<file path="config.mk">
export PLATFORM = sky130hd
export DESIGN_NAME = axi_up_burst_split_flat
export DESIGN_NICKNAME = d
export VERILOG_FILES = /design/src/rtl/axi_up_pkg.sv /design/src/rtl/axi_up_burst_split_if.sv /design/src/rtl/axi_up_chunk_calc.sv /design/src/rtl/axi_up_burst_split.sv /design/src/flat_wrapper.sv
export SDC_FILE = /design/constraint.sdc
export NUM_CORES = 1
export LEC_CHECK = 0
export CORE_MARGIN = 1
export CORE_UTILIZATION = 35
export DETAILED_ROUTE_END_ITERATION = 16
export PLACE_DENSITY = 0.63
export REMOVE_ABC_BUFFERS = 1
export SYNTH_ARGS = -nofsm -noshare
export SYNTH_HDL_FRONTEND = slang
export SYNTH_HIERARCHICAL = 1
export SYNTH_SLANG_ARGS = --single-unit
</file>
<file path="constraint.sdc">
create_clock -name ACLK -period 13.4 [get_ports ACLK]
set_input_delay 1.34 -clock ACLK [delete_from_list [all_inputs] [get_ports ACLK]]
set_output_delay 1.34 -clock ACLK [all_outputs]
set_load 0.1 [all_outputs]
</file>
<file path="src/rtl/axi_up_pkg.sv">
`default_nettype none
// ============================================================================
// Module      : axi_up_pkg
// Description : Shared definitions for the user-plugin AXI burst planner.
//               Holds the 4 KB page size, the planner state encoding and
//               helpers that derive beat bytes / AxSIZE from the data width.
// Revision    : 1.0 - initial release
// ============================================================================
package axi_up_pkg;

  localparam int PAGE_BYTES = 4096;

  typedef enum logic [0:0] {
    IDLE  = 1'b0,
    SPLIT = 1'b1
  } state_e;

  // Bytes transferred per AXI beat.
  function automatic int beat_bytes(input int data_width);
    return data_width / 8;
  endfunction

  // AxSIZE encoding: log2 of the beat byte count.
  function automatic logic [2:0] axsize(input int data_width);
    return 3'($clog2(data_width / 8));
  endfunction

endpackage
`default_nettype wire

</file>
<file path="src/rtl/axi_up_burst_split_if.sv">
`default_nettype none
// ============================================================================
// Module      : axi_up_burst_split_if
// Description : Command and burst-descriptor handshake bundle of the burst
//               planner.
//               slave  : the planner (accepts commands, emits descriptors)
//               master : the surrounding logic (issues commands, consumes
//                        descriptors)
// Revision    : 1.0 - initial release
// ============================================================================
interface axi_up_burst_split_if #(
  parameter int AXI_ADDR_WIDTH = 32,
  parameter int REG_SIZE_WIDTH = 15
);

  // Command side
  logic                      cmd_valid_i;
  logic                      cmd_ready_o;
  logic [AXI_ADDR_WIDTH-1:0] cmd_addr_i;
  logic [REG_SIZE_WIDTH-1:0] cmd_size_i;

  // Burst descriptor side
  logic                      burst_valid_o;
  logic                      burst_ready_i;
  logic [AXI_ADDR_WIDTH-1:0] burst_addr_o;
  logic [7:0]                burst_len_o;
  logic [2:0]                burst_size_o;
  logic                      burst_last_o;

  modport slave (
    input  cmd_valid_i, cmd_addr_i, cmd_size_i, burst_ready_i,
    output cmd_ready_o, burst_valid_o, burst_addr_o, burst_len_o,
           burst_size_o, burst_last_o
  );

  modport master (
    output cmd_valid_i, cmd_addr_i, cmd_size_i, burst_ready_i,
    input  cmd_ready_o, burst_valid_o, burst_addr_o, burst_len_o,
           burst_size_o, burst_last_o
  );

endinterface
`default_nettype wire

</file>
<file path="src/rtl/axi_up_chunk_calc.sv">
`default_nettype none
// ============================================================================
// Module      : axi_up_chunk_calc
// Description : Combinational size of the next burst: the smallest of the
//               bytes still to move, the beat-cap in bytes and the distance
//               to the next 4 KB boundary.
// Ports       : page_off_i   - current address bits [11:0]
//               remaining_i  - bytes still to move
//               chunk_o      - bytes covered by this burst
//               len_o        - AxLEN (beats - 1)
//               last_o       - this burst finishes the command
// Revision    : 1.0 - initial release
// ============================================================================
module axi_up_chunk_calc
  import axi_up_pkg::*;
#(
  parameter int REG_SIZE_WIDTH = 15,
  parameter int BEAT_BYTES     = 8,
  parameter int MAX_BEATS      = 256
) (
  input  wire logic [11:0]               page_off_i,
  input  wire logic [REG_SIZE_WIDTH-1:0] remaining_i,
  output logic      [REG_SIZE_WIDTH-1:0] chunk_o,
  output logic      [7:0]                len_o,
  output logic                           last_o
);

  localparam int CAP_BYTES = MAX_BEATS * BEAT_BYTES;
  localparam int LOG2_BB   = $clog2(BEAT_BYTES);
  // Wide enough for the page distance (13 bits), the byte count and the cap,
  // so no operand is truncated before the comparisons.
  localparam int CAP_W     = $clog2(CAP_BYTES + 1);
  localparam int BASE_W    = (REG_SIZE_WIDTH > 13) ? REG_SIZE_WIDTH : 13;
  localparam int CALC_W    = (BASE_W > CAP_W) ? BASE_W : CAP_W;

  logic [CALC_W-1:0] w_rem;
  logic [CALC_W-1:0] w_cap;
  logic [CALC_W-1:0] w_to_page;
  logic [CALC_W-1:0] w_min;
  logic [CALC_W-1:0] w_beats;

  always_comb begin
    w_rem     = CALC_W'(remaining_i);
    w_cap     = CALC_W'(CAP_BYTES);
    w_to_page = CALC_W'(PAGE_BYTES) - CALC_W'(page_off_i);

    w_min = w_rem;
    if (w_cap < w_min) begin
      w_min = w_cap;
    end
    if (w_to_page < w_min) begin
      w_min = w_to_page;
    end

    w_beats = w_min >> LOG2_BB;
  end

  // chunk never exceeds remaining, so it always fits the byte-count width.
  assign chunk_o = w_min[REG_SIZE_WIDTH-1:0];
  assign len_o   = 8'(w_beats - CALC_W'(1));
  assign last_o  = (w_min == w_rem);

endmodule
`default_nettype wire

</file>
<file path="src/rtl/axi_up_burst_split.sv">
`default_nettype none
// ============================================================================
// Module      : axi_up_burst_split
// Description : Splits a copy command (start address, byte count) into AXI4
//               INCR burst descriptors that never cross a 4 KB page and never
//               exceed MAX_BEATS beats.
// Ports       : ACLK, ARESETn - clock, asynchronous active-low reset
//               bus           - command / descriptor handshakes (slave side)
//               done_o        - one-cycle pulse, command complete
//               err_o         - one-cycle pulse, misaligned command rejected
//               busy_o        - high while descriptors are being issued
// Revision    : 1.0 - initial release
// ============================================================================
module axi_up_burst_split
  import axi_up_pkg::*;
#(
  parameter int AXI_ADDR_WIDTH = 32,
  parameter int AXI_DATA_WIDTH = 64,
  parameter int REG_SIZE_WIDTH = 15,
  parameter int MAX_BEATS      = 256
) (
  input  wire logic             ACLK,
  input  wire logic             ARESETn,
  axi_up_burst_split_if.slave   bus,
  output logic                  done_o,
  output logic                  err_o,
  output logic                  busy_o
);

  localparam int BB = beat_bytes(AXI_DATA_WIDTH);
  localparam logic [AXI_ADDR_WIDTH-1:0] ADDR_ALIGN_MASK = AXI_ADDR_WIDTH'(BB - 1);
  localparam logic [REG_SIZE_WIDTH-1:0] SIZE_ALIGN_MASK = REG_SIZE_WIDTH'(BB - 1);

  state_e                    state_q, state_d;
  logic [AXI_ADDR_WIDTH-1:0] cur_addr_q, cur_addr_d;
  logic [REG_SIZE_WIDTH-1:0] remaining_q, remaining_d;
  logic                      done_q, done_d;
  logic                      err_q, err_d;

  logic [REG_SIZE_WIDTH-1:0] w_chunk;
  logic [7:0]                w_len;
  logic                      w_last;
  logic                      w_split;

  axi_up_chunk_calc #(
    .REG_SIZE_WIDTH (REG_SIZE_WIDTH),
    .BEAT_BYTES     (BB),
    .MAX_BEATS      (MAX_BEATS)
  ) u_chunk_calc (
    .page_off_i  (cur_addr_q[11:0]),
    .remaining_i (remaining_q),
    .chunk_o     (w_chunk),
    .len_o       (w_len),
    .last_o      (w_last)
  );

  always_comb begin
    state_d     = state_q;
    cur_addr_d  = cur_addr_q;
    remaining_d = remaining_q;
    done_d      = 1'b0;
    err_d       = 1'b0;

    case (state_q)
      IDLE: begin
        if (bus.cmd_valid_i) begin
          if (((bus.cmd_addr_i & ADDR_ALIGN_MASK) != '0) ||
              ((bus.cmd_size_i & SIZE_ALIGN_MASK) != '0)) begin
            err_d = 1'b1;
          end else if (bus.cmd_size_i == '0) begin
            done_d = 1'b1;
          end else begin
            cur_addr_d  = bus.cmd_addr_i;
            remaining_d = bus.cmd_size_i;
            state_d     = SPLIT;
          end
        end
      end
      SPLIT: begin
        if (bus.burst_ready_i) begin
          // Address wraps naturally at the top of the address space.
          cur_addr_d  = cur_addr_q + AXI_ADDR_WIDTH'(w_chunk);
          remaining_d = remaining_q - w_chunk;
          if (w_last) begin
            state_d = IDLE;
            done_d  = 1'b1;
          end
        end
      end
      default: begin
        state_d = IDLE;
      end
    endcase
  end

  always_ff @(posedge ACLK or negedge ARESETn) begin
    if (!ARESETn) begin
      state_q     <= IDLE;
      cur_addr_q  <= '0;
      remaining_q <= '0;
      done_q      <= 1'b0;
      err_q       <= 1'b0;
    end else begin
      state_q     <= state_d;
      cur_addr_q  <= cur_addr_d;
      remaining_q <= remaining_d;
      done_q      <= done_d;
      err_q       <= err_d;
    end
  end

  // Descriptor fields are forced to zero outside SPLIT so the idle bus is
  // quiet regardless of the leftover address/count registers.
  assign w_split           = (state_q == SPLIT);
  assign bus.cmd_ready_o   = ~w_split;
  assign bus.burst_valid_o = w_split;
  assign bus.burst_addr_o  = w_split ? cur_addr_q : '0;
  assign bus.burst_len_o   = w_split ? w_len : 8'd0;
  assign bus.burst_last_o  = w_split & w_last;
  assign bus.burst_size_o  = axsize(AXI_DATA_WIDTH);
  assign done_o            = done_q;
  assign err_o             = err_q;
  assign busy_o            = w_split;

endmodule
`default_nettype wire

</file>
<file path="src/flat_wrapper.sv">
// flat-port wrapper written by rule: the top's interface ports become plain ports
module axi_up_burst_split_flat import axi_up_pkg::*;
#(
  parameter int AXI_ADDR_WIDTH = 32,
  parameter int AXI_DATA_WIDTH = 64,
  parameter int REG_SIZE_WIDTH = 15,
  parameter int MAX_BEATS      = 256
)
  (ACLK, ARESETn, done_o, err_o, busy_o, bus_cmd_valid_i, bus_cmd_addr_i, bus_cmd_size_i, bus_burst_ready_i, bus_cmd_ready_o, bus_burst_valid_o, bus_burst_addr_o, bus_burst_len_o, bus_burst_size_o, bus_burst_last_o);
  axi_up_burst_split_if #(.AXI_ADDR_WIDTH(AXI_ADDR_WIDTH), .REG_SIZE_WIDTH(REG_SIZE_WIDTH)) bus_i ();
  input  wire logic ACLK;
  input  wire logic ARESETn;
  output logic done_o;
  output logic err_o;
  output logic busy_o;
  input wire logic [$bits(bus_i.cmd_valid_i)-1:0] bus_cmd_valid_i;
  input wire logic [$bits(bus_i.cmd_addr_i)-1:0] bus_cmd_addr_i;
  input wire logic [$bits(bus_i.cmd_size_i)-1:0] bus_cmd_size_i;
  input wire logic [$bits(bus_i.burst_ready_i)-1:0] bus_burst_ready_i;
  output wire logic [$bits(bus_i.cmd_ready_o)-1:0] bus_cmd_ready_o;
  output wire logic [$bits(bus_i.burst_valid_o)-1:0] bus_burst_valid_o;
  output wire logic [$bits(bus_i.burst_addr_o)-1:0] bus_burst_addr_o;
  output wire logic [$bits(bus_i.burst_len_o)-1:0] bus_burst_len_o;
  output wire logic [$bits(bus_i.burst_size_o)-1:0] bus_burst_size_o;
  output wire logic [$bits(bus_i.burst_last_o)-1:0] bus_burst_last_o;
  assign bus_i.cmd_valid_i = bus_cmd_valid_i;
  assign bus_i.cmd_addr_i = bus_cmd_addr_i;
  assign bus_i.cmd_size_i = bus_cmd_size_i;
  assign bus_i.burst_ready_i = bus_burst_ready_i;
  assign bus_cmd_ready_o = bus_i.cmd_ready_o;
  assign bus_burst_valid_o = bus_i.burst_valid_o;
  assign bus_burst_addr_o = bus_i.burst_addr_o;
  assign bus_burst_len_o = bus_i.burst_len_o;
  assign bus_burst_size_o = bus_i.burst_size_o;
  assign bus_burst_last_o = bus_i.burst_last_o;
  axi_up_burst_split #(.AXI_ADDR_WIDTH(AXI_ADDR_WIDTH), .AXI_DATA_WIDTH(AXI_DATA_WIDTH), .REG_SIZE_WIDTH(REG_SIZE_WIDTH), .MAX_BEATS(MAX_BEATS)) u_core (.ACLK(ACLK), .ARESETn(ARESETn), .bus(bus_i), .done_o(done_o), .err_o(err_o), .busy_o(busy_o));
endmodule
</file>
# Yosys cells after proc, flatten, opt, wreduce, memory -nomap -nowiden
# Index checks and enable logic that the tools add are counted.
# W data, S select, Z words.
op_classes:
  addsub: 4
  n_lt_le_gt_ge: 2
  eq_ne: 5
  muxes: 29
  bitwise: 2
  reduce_logical: 5
op_table:
  columns: ["op", "count"]
  rows:
  - ["$mux W32", 5]
  - ["$mux W15", 6]
  - ["$pmux W32 S2", 1]
  - ["$add A32 B15 Y32", 1]
  - ["$reduce_bool A32 Y1", 1]
  - ["$pmux W15 S2", 1]
  - ["$eq A15 B15 Y1", 1]
  - ["$logic_not A15 Y1", 1]
  - ["$lt A12 B15 Y1 const A", 1]
  - ["$lt A15 B15 Y1", 1]
  - ["$reduce_bool A15 Y1", 1]
  - ["$sub A15 B15 Y15", 1]
  - ["$sub A13 B12 Y14 const A", 1]
  - ["$mux W1", 13]
  - ["$mux W8", 1]
  - ["$ne A2 B2 Y1 const B", 4]
  - ["$sub A8 B1 Y8 const B", 1]
  - ["$pmux W1 S2", 2]
  - ["$reduce_and A4 Y1", 1]
  - ["$and A1 B1 Y1", 1]
  - ["$logic_or A1 B1 Y1", 1]
  - ["$not A1 Y1", 1]
word_totals:
  ff_bits: 50
  inputBits: 51
  output_inout_bits: 49
  word_cells: 52

# Logic depth before layout (Yosys ltp)
# Gate-level depths: netlist of run 1.
logic_depth:
  ltp_word: 8
  mapped_depth: 25
  mapped_depth_nobuf: 23

# Cells and area by module
# The synthesis of run 1 kept the hierarchy.
modules_own_cells:
  columns: ["module", "n_inst", "cells_each", "area_each_um2", "seq_area_each_um2"]
  rows:
  - ["axi_up_burst_split", 1, 560, 4575.6, 1251.2]
  - ["axi_up_chunk_calc", 1, 177, 1236.2, 0.0]

# Worst setup path after synthesis of run 1
# Ideal clock, no wire load.
synth_timing:
  path_type: "register to output"
  start: "reg u_core.remaining_q[9]"
  end: "out bus_burst_last_o"
  t_arrival_ps: 4405
  required_ps: 12060
  slack_ps: 7655
  path_stages_with_launch: 18
  n_path_buf: 3
  cell_sequence: "dfrtp_1 > nor4_1 > nand4_1 > a2111oi_4 > buf_2 > nand2_1 > ha_1 > o21ai_0 > nor2_1 > o2111ai_1 > o21ai_2 > buf_2 > buf_2 > nand2_1 > a311oi_1 > o221ai_1 > nor4_2 > and2_1"
synth_between:
  elab_chain_len: 6
synth_rtl:
  columns: ["item", "line", "rtl"]
  rows:
  - ["start: declaration", "axi_up_burst_split.sv:36", "logic [REG_SIZE_WIDTH-1:0] remaining_q, remaining_d;"]
  - ["start signal: assignment", "axi_up_burst_split.sv:106", "remaining_q <= remaining_d;"]
  - ["$lt A12 B15 Y1", "axi_up_chunk_calc.sv:48", "if (w_cap < w_min) begin"]
  - ["$mux W15", "axi_up_chunk_calc.sv:48", null]
  - ["$lt A15 B15 Y1", "axi_up_chunk_calc.sv:51", "if (w_to_page < w_min) begin"]
  - ["$mux W15", "axi_up_chunk_calc.sv:51", null]
  - ["$eq A15 B15 Y1 *", "axi_up_chunk_calc.sv:61", "assign last_o = (w_min == w_rem);"]
  - ["net u_core.w_last", "axi_up_burst_split.sv:42", "logic w_last;"]
  - ["$and A1 B1 Y1 *", "axi_up_burst_split.sv:119", "assign bus.burst_last_o = w_split & w_last;"]
  - ["end: declaration", "flat_wrapper.sv:25", "output wire logic [$bits(bus_i.burst_last_o)-1:0] bus_burst_last_o;"]
# Mark *: on every way through the listed nets, which the timed path passes. The rest lies on a longest branch.

# Worst setup path after layout of run 1
# Same ends and word-level chain as after synthesis.

==> flow_summary.toml, run 1 <==
[clock_network]
ctsHoldBuffers = 0
cts_buffers = 5
cts-root-buf = "clkbuf_16"
clkLatencyLatePin_ns = 0.31
cts_tree = "built"
cts.sinks = 50
clockBufferDepth = 2
cts_htree_levels = 2
clk_pin_slew_ns = 0.08
cts_resized = 0
post-cts-setup-buffers = 0

[synthesis]
yosys_warnings = 6
synth_seq_cells = 50
synth_area_per_cell_um2 = 7.89
synth_cell_types = 86
yosys_most_used_dff = "dfrtp_1"
synthTopCellsByArea = "dfrtp_1, ha_1, a21oi_1"
yosysTopAreaCell = "dfrtp_1"
synth_top_area_share_pct = 21.5
yosys-top-cells-count = "nand2_1, a21oi_1, dfrtp_1"
yosysMostFrequentCell = "nand2_1"
synth_edf_count = 0
syn_area_um2 = 5810
async_reset_ff_share_pct = 100
yosysSeqAreaShare_pct = 21.5
synthCells = 737

[floorplan]
die_h_um = 131
initial_core_util_pct = 36.2
die-area_um2 = 17100
core_region_area_um2 = 16100
pin_count = 100
fp.dieW_um = 131
rows = 46

[cells_and_area]
drive_above_1_share_pct = 7.16
areaGrowthSynthToFinish_pct = 20.6
fillers = 1601
diodes = 0
nets = 905

[worst_hold_path]
whs_path_depth = 2
hold_class = "reg2reg"

[critical_path]
critPathLaunchType = "flop"
critPathCaptureType = "output port"
crit_type = "reg2out"
crit_arrival_ns = 6.16
rr_worst_depth = 20
cp_max_fo = 23
required_ns = 12.06

[timing]
final-hold-violation-count = 0
clock_skew_ns = 0.00811
hold-worst-slack_ns = 0.546
setup_slack_ns = 5.90
relSlewSlack_pct = 34.1
period_needed_ns = 7.50
finalMaxSlewViolations = 0
max_freq_mhz = 133
rsz0062_at_grt = "no"
fin_tns_setup_ns = 0
period_share_pct = 55.9
worst_pin_slew_ns = 0.986
setup_viol = 0

[place]
gp_congestion = 0.908
port_buffers = 96
place_hpwl_um = 12900
dpl_worst_slack_ns = 6.26

[job]
max-cap-violations = 0

[route]
ant_nets = 0
wl_met1_um = 8340
dr.pass1.iters = 5
top_layer = "met4"
routed_wirelength_um = 17300
avgRoutedWirePerCell_um = 16.8
drt_iter0_drc = 402
vias = 5705
dr_wl_met3_um = 987
drc = 0
route.met2.wl_um = 7680
vias_per_cell = 5.56

[global_routing]
antenna_found_initial = 0
grt_pass1_wl_um = 27900
grtUsageTotal_pct = 21.0
overflow = 0
grt_max_degree = 51
grt_pass1_vias = 5345

[outcome]
status = "complete, no violations"
[area by class of cell]
cell class / instances / area [um2] / area share, %
clock inverters: 2 / 12.5 / 0.179
flip-flops and latches: 50 / 1250 / 17.9
repair buffers: 102 / 1000 / 14.3
clock buffers: 6 / 139 / 1.98
inverters: 49 / 184 / 2.62
well taps: 216 / 270 / 3.86
multi-input cells: 601 / 4150 / 59.2
[flip-flops by register name, indices dropped and copies added (netlist names)]
| register | cells |
|---|---|
| u_core/remaining_q | 15 |
| u_core/err_o | 1 |
| u_core/done_o | 1 |
| u_core/cur_addr_q | 32 |
| u_core/bus.burst_valid_o | 1 |
[worst max-delay path: stages, from the launching register on]
cell	delay, ns
dfrtp_1	0.47
nor4_1	0.31
nand4_1	0.19
a2111oi_4	0.84
nand2_1	0.18
ha_1	0.35
a211oi_1	0.08
nor2_1	0.18
o2111ai_1	0.17
o21ai_2	0.39
buf_4	0.33
nand2_1	0.17
a311oi_1	0.36
o221ai_1	0.18
nor4_2	0.32
and2_1	0.19
clkdlybuf4s50_1	1.13
[final timing paths]
kind / startpoint / to / slack (ns)
max: u_core/remaining_q[9] / bus_burst_last_o / 5.90
min: u_core/cur_addr_q[30] / u_core/cur_addr_q[30] / 0.55
max reg2reg: u_core/remaining_q[9] / u_core/cur_addr_q[13] / 7.28
min reg2reg: u_core/cur_addr_q[30] / u_core/cur_addr_q[30] / 0.55
max in group asynchronous: ARESETn / u_core/bus.burst_valid_o / 11.72
min in group asynchronous: ARESETn / u_core/cur_addr_q[1] / 1.16
[through the flow]
step	cells	utilization, %	cell area [um2]
floorplan	700	-	5580
global placement	1018	42.7	6860
detailed placement	1018	42.7	6860
CTS	1026	43.6	7010
global route	1026	43.6	7010
finish	1026	43.6	7010
[logic make-up (layout without fill, tap and decap cells)]
| group | count (synthesis) | in the layout | share of synthesized area [%] |
|---|---|---|---|
| flops | 50 | 50 | 21.5 |
| buf+inv | 88 | 159 | 7.21 |
| compound gates | 206 | 206 | 24.3 |
| simple gates | 290 | 290 | 27.7 |
| xor+xnor | 29 | 29 | 4.63 |
| fa+ha+maj | 45 | 45 | 9.95 |
| other cells | 4 | 6 | 0.258 |
| mux | 25 | 25 | 4.39 |
[layout by cell type (no fill, tap or decap), drive strengths merged, types with 5 or more instances in the layout]
cell            n
conb            6
nand2b          7
a21oi          59
nor2           44
o21a            5
inv            49
nand3          26
or2             5
o221ai          5
and3           16
a211o           6
ha             43
nand2          74
clkbuf          6
nor4           11
clkdlybuf4s50  95
a311oi          9
o22ai          12
dfrtp          50
nand4           8
a21o            5
a211oi          9
xor2           11
o21ai          48
nor3b           6
mux2i          21
o211ai         11
and2           41
xnor2          17
buf             7
nor3           20
or3            11
and4            5
[metal layers]
| layer | vias to the layer above | track usage, % |
|---|---|---|
| met1 | 2676 | 29.1 |
| li1 | 2821 | - |
| met3 | 19 | 3.95 |
| met4 | 0 | 5.14 |
| met5 | - | 0 |
| met2 | 189 | 33.6 |
Power of run 1 is left out: the tool's default activity adds up to more than one toggle a clock period on the data nets, which glitch-free logic cannot reach.
==> run 2, diff against run 1 <==
clock period = 7 ns   (was 13.4 ns; I/O delays follow)
==> run 2 against run 1 <==
Net effect:
- count of clock-buffer cells in the layout fell by 1
- clock skew fell by 0.00075 ns
- global-route usage rose by 0.28 points
- die area did not move
- sequential share of layout area barely moved
- highest routed layer unchanged
- hold slack got worse by 0.042 ns
- setup slack got worse by 5.3 ns
- wire length rose by 1.5%
- flip-flop and latch count did not move
- critical path type unchanged
- via count rose by 1.0%
==> flow_summary.toml, run 2 (synthesis results as in run 1) <==
[timing]
max_freq_mhz = 156
rsz0062_at_grt = "no"
final-hold-violation-count = 0
fin_tns_setup_ns = 0
clock_skew_ns = 0.00735
worst_pin_slew_ns = 0.980
finalMaxSlewViolations = 0
relSlewSlack_pct = 34.5
period_share_pct = 91.6
period_needed_ns = 6.41
setup_viol = 0

[route]
dr.pass1.iters = 5
ant_nets = 0
routed_wirelength_um = 17500
vias_per_cell = 5.61
drc = 0
vias = 5764
avgRoutedWirePerCell_um = 17.0
drt_iter0_drc = 405

[clock_network]
cts_resized = 0
clk_pin_slew_ns = 0.08
ctsHoldBuffers = 0
clkLatencyLatePin_ns = 0.31
cts-root-buf = "clkbuf_16"
clockBufferDepth = 2
post-cts-setup-buffers = 0
cts_buffers = 5
cts_htree_levels = 2
cts.sinks = 50
cts_tree = "built"

[critical_path]
path_cells = "nor4_1 > nand4_1 > a2111oi_4 > nand2_1 > ha_1 > a211oi_1 > nor2_1 > o2111ai_1 > o21ai_2 > mux2i_1 > inv_1 > ha_1 > inv_1 > or2_2 > nor2_1 > xor2_1 > and2_1 > buf_4"
crit_arrival_ns = 5.71
max_stage_delay_ns = 0.89
crit_slowest_cell = "a2111oi_4"
cp_max_fo = 20
cp_num_buf_inv = 3
required_ns = 6.30
critPathCaptureType = "output port"
critPathLaunchType = "flop"
crit_type = "reg2out"
cp_top_family = "compound AO/OA/AOI/OAI gates"

[global_routing]
met2_usage_pct = 34.4
grt_util_met1_pct = 29.5
antenna_found_initial = 0
grt_pass1_wl_um = 28200
grt_use_met3_pct = 3.26
grt_max_degree = 51
gr-max-usage-layer = "met2"
overflow = 0
grtUsageTotal_pct = 21.3
grt_pass1_vias = 5361

[job]
max-cap-violations = 0

[place]
gp_congestion = 0.921
port_buffers = 96
place_hpwl_um = 13200

[cells_and_area]
drive_above_1_share_pct = 8.50
areaGrowthSynthToFinish_pct = 20.8
final_common_cell = "clkdlybuf4s50_1"
largest_registers = "u_core/cur_addr_q (32), u_core/remaining_q (15)"
fillers = 1631
largest_reg_flops = 32
diodes = 0
nets = 907
regMostFlops = "u_core/cur_addr_q"
final_cell_mix = "clkdlybuf4s50_1, nand2_1, a21oi_1"

[floorplan]
pin_count = 100
die-area_um2 = 17100
initial_core_util_pct = 36.2
core_region_area_um2 = 16100
rows = 46
fp.dieW_um = 131
die_h_um = 131

[outcome]
status = "complete, no violations"

[worst_hold_path]
hold_class = "in2async"
==> run 2: per-stage QoR <==
step | util [%] | std cells | setup WS (ns) | area [um2] | hold slack [ns]
global route | 43.7 | 1028 | 0.180 | 7020 | 0.600
CTS | 43.7 | 1028 | 0.679 | 7020 | 0.543
detailed placement | 42.7 | 1020 | 0.835 | 6850 | 0.525
finish | 43.7 | 1028 | 0.585 | 7020 | 0.505
floorplan | - | 700 | 0.376 | 5580 | 0.404
global placement | 42.7 | 1020 | 0.966 | 6850 | 0.529
==> run 2: cell type report <==
cell class	instances	area [um2]	share of cell area, %
clock inverters	3	47.5	0.677
well taps	216	270	3.85
clock buffers	5	125	1.78
multi-input cells	601	4150	59.1
flip-flops and latches	50	1250	17.8
repair buffers	104	993	14.1
inverters	49	184	2.62
==> run 2: path summary, 6_finish.rpt <==
kind	from	end	slack, ns	cells after the start
max	u_core/remaining_q[9]	bus_burst_len_o[4]	0.59	18
max in group asynchronous	ARESETn	u_core/bus.burst_valid_o	5.95	2
min in group ACLK	u_core/cur_addr_q[30]	u_core/cur_addr_q[30]	0.53	2
max reg2reg	u_core/remaining_q[9]	u_core/cur_addr_q[21]	0.75	18
min	ARESETn	u_core/cur_addr_q[3]	0.50	2
min reg2reg	u_core/cur_addr_q[30]	u_core/cur_addr_q[30]	0.53	2
==> run 2: layer usage <==
metal  vias to the layer above  share of wire [%]
li1                       2830                  -
met1                      2707                 48
met2                       209                 44
met3                        18                6.0
met4                         0                1.5
met5                         -                  0
==> run 2: worst register-to-register path: stages, from the launching register on <==
cell and delay (ns):
dfrtp_1 0.47, nor4_1 0.32, nand4_1 0.19, a2111oi_4 0.89, nand2_1 0.19, ha_1 0.35, a211oi_1 0.07, nor2_1 0.19
o2111ai_1 0.17, o21ai_2 0.73, nand2_1 0.33, o22ai_1 0.43, ha_1 0.31, nand3_4 0.12, a21oi_1 0.31, nor3_1 0.13
a21oi_2 0.48, nand2_1 0.12, a221o_1 0.35
Power of run 2 is left out for the same reason.
==> run 3, diff against run 2 <==
DONT_BUFFER_PORTS = 1   (was default)
PLACE_DENSITY = 0.55   (was 0.63)
==> run 3 against run 2 <==
Net effect:
- count of clock-buffer cells in the layout increased by 1
- non-clock buffer count decreased by 92
- critical path type is now reg2reg
- fmax fell by 1.5%
- wire length grew 1.8%
- largest cell class unchanged
- critical path depth increased by 1
- register-to-register slack lost 0.26 ns
- final area fell by 13%
==> flow_summary.toml, run 3 (synthesis results as in run 1) <==
[outcome]
status = "complete, no violations"

[clock_network]
clkLatencyLatePin_ns = 0.30
ctsHoldBuffers = 0
cts_tree = "built"
clk_pin_slew_ns = 0.07
cts_resized = 0
cts.sinks = 50
post-cts-setup-buffers = 0
cts_htree_levels = 2
cts-root-buf = "clkbuf_16"
clockBufferDepth = 2
cts_buffers = 5

[cells_and_area]
final_cell_mix = "nand2_1, a21oi_1, dfrtp_1"
areaGrowthSynthToFinish_pct = 4.87
regMostFlops = "u_core/cur_addr_q"
largest_registers = "u_core/cur_addr_q (32), u_core/remaining_q (15)"
diodes = 0
drive_above_1_share_pct = 9.03
nets = 815
largest_reg_flops = 32
postLayoutCoreUtil_pct = 38.0
final_common_cell = "nand2_1"

[floorplan]
rows = 46
core_region_area_um2 = 16100
fp.dieW_um = 131
pin_count = 100
initial_core_util_pct = 36.2
die-area_um2 = 17100
die_h_um = 131

[critical_path]
crit_type = "reg2reg"
required_ns = 7.16
worstSetupStartpoint = "u_core/remaining_q[9]"
critPathLaunchType = "flop"
rr_startpoint = "u_core/remaining_q[9]"
critPathCaptureType = "flop"
cp_max_fo = 30
crit_arrival_ns = 6.67

[global_routing]
overflow = 0
grtUsageTotal_pct = 21.6
grt_pass1_wl_um = 28600
grt_max_degree = 64
grt_pass1_vias = 5312
antenna_found_initial = 0

[timing]
worst_pin_slew_ns = 1.20
period_share_pct = 93.0
setup_slack_ns = 0.487
fin_tns_setup_ns = 0
setup_viol = 0
relSlewSlack_pct = 20.0
hold-worst-slack_ns = 0.0847
period_needed_ns = 6.51
final-hold-violation-count = 0
clock_skew_ns = 0.00733
finalMaxSlewViolations = 0
rsz0062_at_grt = "no"
max_freq_mhz = 154

[route]
drc = 0
avgRoutedWirePerCell_um = 19.1
ant_nets = 0
vias_per_cell = 5.86
drt_iter0_drc = 402
vias = 5483
routed_wirelength_um = 17800
dr.pass1.iters = 5

[job]
max-cap-violations = 0

[worst_hold_path]
hold_class = "in2async"

[place]
port_buffers = 0
place_hpwl_um = 13200
gp_congestion = 0.868
dpl_worst_slack_ns = 0.575
[run 3: final timing paths]
path	to	slack [ns]	cells after the start
setup / recovery	u_core/cur_addr_q[20]	0.49	19
hold / removal	u_core/remaining_q[1]	0.08	0
setup reg to reg	u_core/cur_addr_q[20]	0.49	19
hold reg to reg	u_core/cur_addr_q[30]	0.55	2
max in group asynchronous	u_core/bus.burst_valid_o	6.82	0
min in group ACLK	u_core/cur_addr_q[31]	0.51	1
[run 3: through the flow]
stage	instance area [um2]	instances
2_1_floorplan	5580	700
3_3_place_gp	5950	928
3_5_place_dp	5950	928
4_1_cts	6090	936
5_1_grt	6090	936
6_report	6090	936
[run 3: worst max-delay path, cell delays in order, from the launching register on]
cell and delay (ns):
dfrtp_1 0.50, nor4_1 0.33, nand4_1 0.18, a2111oi_4 0.37, buf_4 0.27, nand2_1 0.11, ha_1 0.31, a211oi_1 0.07
nor2_1 0.30, o2111ai_1 0.22, o21ai_2 0.95, inv_1 0.28, o21ai_0 0.63, ha_1 0.42, a21oi_2 0.25, o211ai_2 0.14
a2111oi_4 0.48, nor3_4 0.16, a311oi_1 0.31, a311oi_1 0.08
[run 3: area by class of cell]
cell class                      instances  area, um2
Sequential cell                        50       1250
Inverter                               49        184
Clock buffer                            6        129
Multi-Input combinational cell        601       4150
Tap cell                              216        270
Timing Repair Buffer                   12       90.1
Clock inverter                          2       13.8
Fill cell                            1640       9960
[run 3: routing by layer]
metal / routed length [um] / up-vias / GRT usage [%] / share of wire (%)
met5: 0 / - / 0 / 0
met3: 1360 / 29 / 5.21 / 7.6
met4: 274 / 0 / 5.95 / 1.5
li1: - / 2652 / - / -
met2: 8220 / 192 / 36.3 / 46
met1: 7990 / 2610 / 27.6 / 45
Power of run 3 is left out for the same reason.
